$ cat src/rtl/fetch_unit_pkg.sv
// Shared types for the instruction fetch front end: FSM states and the queue entry layout.
package fetch_unit_pkg;

  localparam int ORDER_W_DEF = 64;

  typedef enum logic {
    FETCH_RUN,
    FETCH_MISS
  } fetch_state_t;

  typedef struct packed {
    logic [ORDER_W_DEF-1:0] order;
    logic [31:0]            pc;
    logic [31:0]            inst;
  } iq_entry_t;

endpackage

$ cat src/rtl/fetch_iq.sv
// Flushable circular instruction queue; head entry is read combinationally, no fall-through.
module fetch_iq
  import fetch_unit_pkg::*;
#(
  parameter int DEPTH  = 16,
  parameter int DATA_W = $bits(iq_entry_t)
) (
  input  logic                   clk,
  input  logic                   rst,
  input  logic                   i_enq,
  input  logic [DATA_W-1:0]      i_enq_data,
  input  logic                   i_deq,
  input  logic                   i_flush,
  output logic [DATA_W-1:0]      o_head,
  output logic                   o_full,
  output logic                   o_empty,
  output logic [$clog2(DEPTH):0] o_count
);

  localparam int PW = $clog2(DEPTH);

  logic [DATA_W-1:0] r_mem [DEPTH];
  logic [PW-1:0]     r_head;
  logic [PW-1:0]     r_tail;
  logic [PW:0]       r_count;
  logic              w_enq;
  logic              w_deq;

  assign o_full  = (r_count == (PW+1)'(DEPTH));
  assign o_empty = (r_count == '0);
  assign o_count = r_count;
  assign o_head  = r_mem[r_head];

  // Fullness is judged on the count at cycle start, so a same-cycle dequeue never frees a slot.
  assign w_enq = i_enq && !o_full && !i_flush;
  assign w_deq = i_deq && !o_empty && !i_flush;

  always_ff @(posedge clk) begin
    if (w_enq) r_mem[r_tail] <= i_enq_data;
  end

  always_ff @(posedge clk or posedge rst) begin
    if (rst) begin
      r_head  <= '0;
      r_tail  <= '0;
      r_count <= '0;
    end else if (i_flush) begin
      r_head  <= '0;
      r_tail  <= '0;
      r_count <= '0;
    end else begin
      if (w_enq) r_tail <= r_tail + PW'(1);
      if (w_deq) r_head <= r_head + PW'(1);
      case ({w_enq, w_deq})
        2'b10:   r_count <= r_count + (PW+1)'(1);
        2'b01:   r_count <= r_count - (PW+1)'(1);
        default: r_count <= r_count;
      endcase
    end
  end

endmodule

$ cat src/rtl/fetch_unit.sv
// Fetch front end: PC/order counters, one-line buffer filled from the I-cache, and a
// flushable queue feeding decode; redirect restarts fetch without cancelling a pending miss.
module fetch_unit
  import fetch_unit_pkg::*;
#(
  parameter logic [31:0] RESET_PC   = 32'haaaaa000,
  parameter int          LINE_BYTES = 32,
  parameter int          IQ_DEPTH   = 16,
  parameter int          ORDER_W    = 64
) (
  input  logic                        clk,
  input  logic                        rst,
  input  logic                        i_redirect_valid,
  input  logic [31:0]                 i_redirect_pc,
  input  logic [ORDER_W-1:0]          i_redirect_order,
  output logic [31:0]                 o_ic_addr,
  output logic [3:0]                  o_ic_rmask,
  input  logic [LINE_BYTES*8-1:0]     i_ic_rline,
  input  logic                        i_ic_resp,
  output logic                        o_deq_valid,
  input  logic                        i_deq_ready,
  output logic [31:0]                 o_deq_inst,
  output logic [31:0]                 o_deq_pc,
  output logic [ORDER_W-1:0]          o_deq_order,
  output logic [$clog2(IQ_DEPTH):0]   o_iq_count
);

  localparam int OFF    = $clog2(LINE_BYTES);
  localparam int WORDS  = LINE_BYTES / 4;
  localparam int TAG_W  = 32 - OFF;
  localparam int ENT_W  = ORDER_W + 64;

  fetch_state_t            r_state, w_state_next;
  logic [31:0]             r_pc, w_pc_next;
  logic [ORDER_W-1:0]      r_order, w_order_next;
  logic                    r_lb_valid, w_lb_valid_next;
  logic [TAG_W-1:0]        r_lb_tag, w_lb_tag_next;
  logic [LINE_BYTES*8-1:0] r_lb_data, w_lb_data_next;
  logic [TAG_W-1:0]        r_req_tag, w_req_tag_next;
  logic [31:0]             r_ic_addr, w_ic_addr_next;
  logic [3:0]              r_ic_rmask, w_ic_rmask_next;

  logic [31:0]             w_words [WORDS];
  logic [31:0]             w_inst;
  logic                    w_hit;
  logic                    w_enq;
  logic                    w_deq;
  logic                    w_full;
  logic                    w_empty;
  logic [ENT_W-1:0]        w_head;

  genvar gi;
  generate
    for (gi = 0; gi < WORDS; gi++) begin : g_word
      assign w_words[gi] = r_lb_data[gi*32 +: 32];
    end
  endgenerate

  assign w_hit  = r_lb_valid && (r_pc[31:OFF] == r_lb_tag);
  assign w_inst = w_words[r_pc[OFF-1:2]];

  assign o_ic_addr   = r_ic_addr;
  assign o_ic_rmask  = r_ic_rmask;
  assign o_deq_valid = !w_empty && !i_redirect_valid;
  assign w_deq       = o_deq_valid && i_deq_ready;
  assign o_deq_order = w_head[ENT_W-1:64];
  assign o_deq_pc    = w_head[63:32];
  assign o_deq_inst  = w_head[31:0];

  fetch_iq #(
    .DEPTH  (IQ_DEPTH),
    .DATA_W (ENT_W)
  ) u_iq (
    .clk        (clk),
    .rst        (rst),
    .i_enq      (w_enq),
    .i_enq_data ({r_order, r_pc, w_inst}),
    .i_deq      (w_deq),
    .i_flush    (i_redirect_valid),
    .o_head     (w_head),
    .o_full     (w_full),
    .o_empty    (w_empty),
    .o_count    (o_iq_count)
  );

  always_comb begin
    w_state_next    = r_state;
    w_pc_next       = r_pc;
    w_order_next    = r_order;
    w_lb_valid_next = r_lb_valid;
    w_lb_tag_next   = r_lb_tag;
    w_lb_data_next  = r_lb_data;
    w_req_tag_next  = r_req_tag;
    w_ic_addr_next  = r_ic_addr;
    w_ic_rmask_next = r_ic_rmask;
    w_enq           = 1'b0;

    case (r_state)
      FETCH_RUN: begin
        if (!i_redirect_valid) begin
          if (w_hit) begin
            if (!w_full) begin
              w_enq        = 1'b1;
              w_pc_next    = r_pc + 32'd4;
              w_order_next = r_order + ORDER_W'(1);
            end
          end else begin
            w_req_tag_next  = r_pc[31:OFF];
            w_ic_addr_next  = {r_pc[31:OFF], {OFF{1'b0}}};
            w_ic_rmask_next = 4'hF;
            w_state_next    = FETCH_MISS;
          end
        end
      end
      FETCH_MISS: begin
        // A redirect does not cancel the miss: the line still lands under the requested tag.
        if (i_ic_resp) begin
          w_lb_tag_next   = r_req_tag;
          w_lb_data_next  = i_ic_rline;
          w_lb_valid_next = 1'b1;
          w_ic_rmask_next = 4'h0;
          w_state_next    = FETCH_RUN;
        end
      end
      default: w_state_next = FETCH_RUN;
    endcase

    if (i_redirect_valid) begin
      w_pc_next    = {i_redirect_pc[31:2], 2'b00};
      w_order_next = i_redirect_order;
    end
  end

  always_ff @(posedge clk or posedge rst) begin
    if (rst) begin
      r_state    <= FETCH_RUN;
      r_pc       <= RESET_PC;
      r_order    <= '0;
      r_lb_valid <= 1'b0;
      r_lb_tag   <= '0;
      r_lb_data  <= '0;
      r_req_tag  <= '0;
      r_ic_addr  <= '0;
      r_ic_rmask <= 4'h0;
    end else begin
      r_state    <= w_state_next;
      r_pc       <= w_pc_next;
      r_order    <= w_order_next;
      r_lb_valid <= w_lb_valid_next;
      r_lb_tag   <= w_lb_tag_next;
      r_lb_data  <= w_lb_data_next;
      r_req_tag  <= w_req_tag_next;
      r_ic_addr  <= w_ic_addr_next;
      r_ic_rmask <= w_ic_rmask_next;
    end
  end

endmodule

$ cat config.mk
export PLATFORM = sky130hd
export DESIGN_NAME = fetch_unit
export DESIGN_NICKNAME = d
export VERILOG_FILES = /design/src/rtl/fetch_unit_pkg.sv /design/src/rtl/fetch_iq.sv /design/src/rtl/fetch_unit.sv
export SDC_FILE = /design/constraint.sdc
export NUM_CORES = 2
export LEC_CHECK = 0
export BUFFER_PORTS_ARGS = -buffer_cell sky130_fd_sc_hd__buf_2
export CORE_MARGIN = 2
export CORE_UTILIZATION = 55
export DETAILED_ROUTE_END_ITERATION = 7
export PLACE_DENSITY = 0.75
export SYNTH_ARGS = -nofsm -noshare
export SYNTH_HDL_FRONTEND = slang
export SYNTH_SLANG_ARGS = --single-unit
$ cat constraint.sdc
create_clock -name clk -period 32.5 [get_ports clk]
set_input_delay 6.5 -clock clk [delete_from_list [all_inputs] [get_ports clk]]
set_output_delay 6.5 -clock clk [all_outputs]
set_load 0.01 [all_outputs]
==> run metrics <==
largest net degree at the start of global routing 142; Final Instance Count excl. Fillers 8531; share of cells above drive strength 1 0.2923; DP HPWL about 140 mm; Min Hold Slack between 0.4 and 0.5 ns; FF+latch area 0.07108 mm²; DRT antenna net count 0; I/O pins 527; Post-Synthesis Cells 5448; router iterations before antenna repair 7; f_max 73.93 MHz; total power about 7.7 mW; Detailed Route Iter0 Violations between 6000 and 7000; worst-margin pin slew 1.256 ns; Place WS between 15 and 20 ns; setup TNS 0 ns; worst skew pair latency 0.87 ns; commonest register cell after synthesis edfxtp_1; RSZ-0062 raised after global routing no; worst-path maximum fanout 35; critical-path cell list buf_6 -> nor2_1 -> buf_2; IO Port Bufs around 520; Worst Skew approximately 0.043 ns; Worst EP required 26.00 ns; GRT met2 Usage 0.4464; RePlAce Congestion roughly 0.85; final hold violation count 0; CP endpoint kind output port; Worst-path clk slew around 0.060 ns; Root Buffer clkbuf_16; Area after DPL about 0.10 mm²; status finished clean; Final Cell Area ~0.11 mm²; Placed Cells ~8100; Leak Pwr around 36 nW; Placement Rows ~150; global-route usage over all layers 0.2754; VDD IR-drop max between 0.05 and 0.06 mV; routing usage on met1 0.3551; Fillers roughly 12000; Residual DRC 0; Die X-Extent between 400 and 500 µm; CTS max path bufs 3; Post-synth EDFFs 2016; Max Cap Viol 0; min Tclk post-route around 14 ns; grt total ovfl 0; final setup violation count 0; met3 usage 0.05916; Syn Area/Cell about 18 µm²; synthesis-to-finish area growth 13.22%; first-pass GRT wire length approximately 360 mm; Critical Path Max Stage Delay 0.28 ns; routed wire length between 200 and 300 mm; initial antenna violation count 45; multi-input logic area between 0.02 and 0.03 mm²; yosys warns 0; CTS tree done; CTS Hold Bufs 0; WL/cell a little under 30 µm; Slew HR 0.1607; CP max-delay cell buf_6; FF+latch count, synth 2436; Hold Path Class reg -> reg; CTS Sinks about 2400; Via Count around 55000; Via density 6.415; setup bufs post-CTS 0; final core utilization 0.6270; startpoint types input pin; Resized cells post-CTS 0; CP top delay family buffers and inverters; Worst Path Buf+Inv 2; sequential area share after synthesis 0.7278; fin. max-slew vios 0; synth unique cells 60; vias in the first global route about 55000; Max H-tree Level 4; Initial Util 0.5538; final worst path period share 0.4162; die height 425.3 µm; Die ar. between 0.15 and 0.2 mm²; setup ws final about 19 ns; synthesized cell area 0.09764 mm²; Worst Setup Path Type in -> out; gr busiest metal met2; P per Cell Area 69.39 mW/mm²; core area 0.1763 mm²; CTS buffer count ~230; data arrival time of the critical path about 7 ns; nets 6338; Async SR Flop Fraction 0.1724
==> Yosys cell counts, drive strengths merged, types with 45 or more instances <==
master	count	area share
edfxtp	2016	0.62
mux2	470	0.054
dfrtp	410	0.11
mux2i	393	0.040
mux4	316	0.073
o21ai	266	0.014
clkbuf	236	0.0091
nand2	214	0.0082
a22oi	136	0.010
a21oi	132	0.0068
a221oi	126	0.011
buf	97	0.0046
nor2	82	0.0032
nand3	66	0.0034
or4	53	0.0042
nand4	49	0.0031
a31oi	45	0.0029
==> cell families after synthesis <==
logic type	count (synthesis)	synth area share
AOI/OAI and AO/OA	801	0.05321
xor gates and xnor gates	23	0.002063
adders and majority gates	11	0.001486
buffers and inverters	365	0.01489
DFF	2436	0.7278
muxes	1179	0.1674
other	1	0.00003841
and+or+nand+nor	632	0.03316
==> layer usage <==
metal  wire, µm  part of all wire
met1      93140              0.37
met2     122400              0.49
met3      22020             0.088
met4      13180             0.052
met5        338            0.0013
==> placed cells by master (no fill, tap or decap), drive strengths merged, types with 12 or more instances in the layout <==
cell / count
nand2b: 33
o31a: 19
nor3: 23
a31oi: 45
mux2i: 393
nand4: 49
or3: 15
buf: 615
a221oi: 126
nor4: 33
xor2: 14
o31ai: 29
bufinv: 23
a21oi: 132
o211ai: 12
diode: 20
dfrtp: 410
nand3: 66
nor2b: 16
and2: 23
clkinv: 105
o21ai: 266
clkbuf: 296
mux4: 316
nand2: 214
mux2: 470
nor2: 82
or4: 53
edfxtp: 2016
inv: 38
a22oi: 136
==> flip-flops by register name, indices dropped and copies added (netlist names) <==
name and flops:
o_ic_rmask 1, r_lb_data 256, r_lb_tag 27, r_lb_valid 1, r_order 64, r_pc 30
r_req_tag 27, r_state 1, u_iq.o_count 5, u_iq.r_head 4, u_iq.r_mem 2016, u_iq.r_tail 4
==> where the power goes <==
part | switching [mW] | internal (mW) | leakage [nW] | total [mW]
logic | 0.615 | 0.589 | 9.77 | 1.20
registers | 0.145 | 3.60 | 22.9 | 3.75
clock network | 1.17 | 1.55 | 3.79 | 2.72
==> layout make-up <==
type	instances	share of cell area
diodes	20	0.0004527
clock buffers	296	0.05665
clock inverters	139	0.01325
inverters	32	0.001177
multi-input cells	2653	0.2284
flip-flops and latches	2436	0.6430
well taps	2340	0.02648
repair buffers	615	0.03057
==> path summary, 6_finish.rpt <==
kind                       slack, ns                     endpoint  cells after the start                        from
setup / recovery               18.97                  o_deq_valid                      3            i_redirect_valid
hold / removal                  0.50   r_lb_data[214]$_DFFE_PP0P_                      1  r_lb_data[214]$_DFFE_PP0P_
setup reg to reg               25.55  u_iq.r_mem[4][28]$_DFFE_PP_                      8        r_pc[14]$_DFFE_PP0P_
hold reg to reg                 0.50   r_lb_data[214]$_DFFE_PP0P_                      1  r_lb_data[214]$_DFFE_PP0P_
max in group asynchronous      24.52    r_lb_data[43]$_DFFE_PP0P_                      4                         rst
min in group asynchronous       5.72   r_lb_data[252]$_DFFE_PP0P_                      2                         rst
Power figures use the tool's default switching activity.
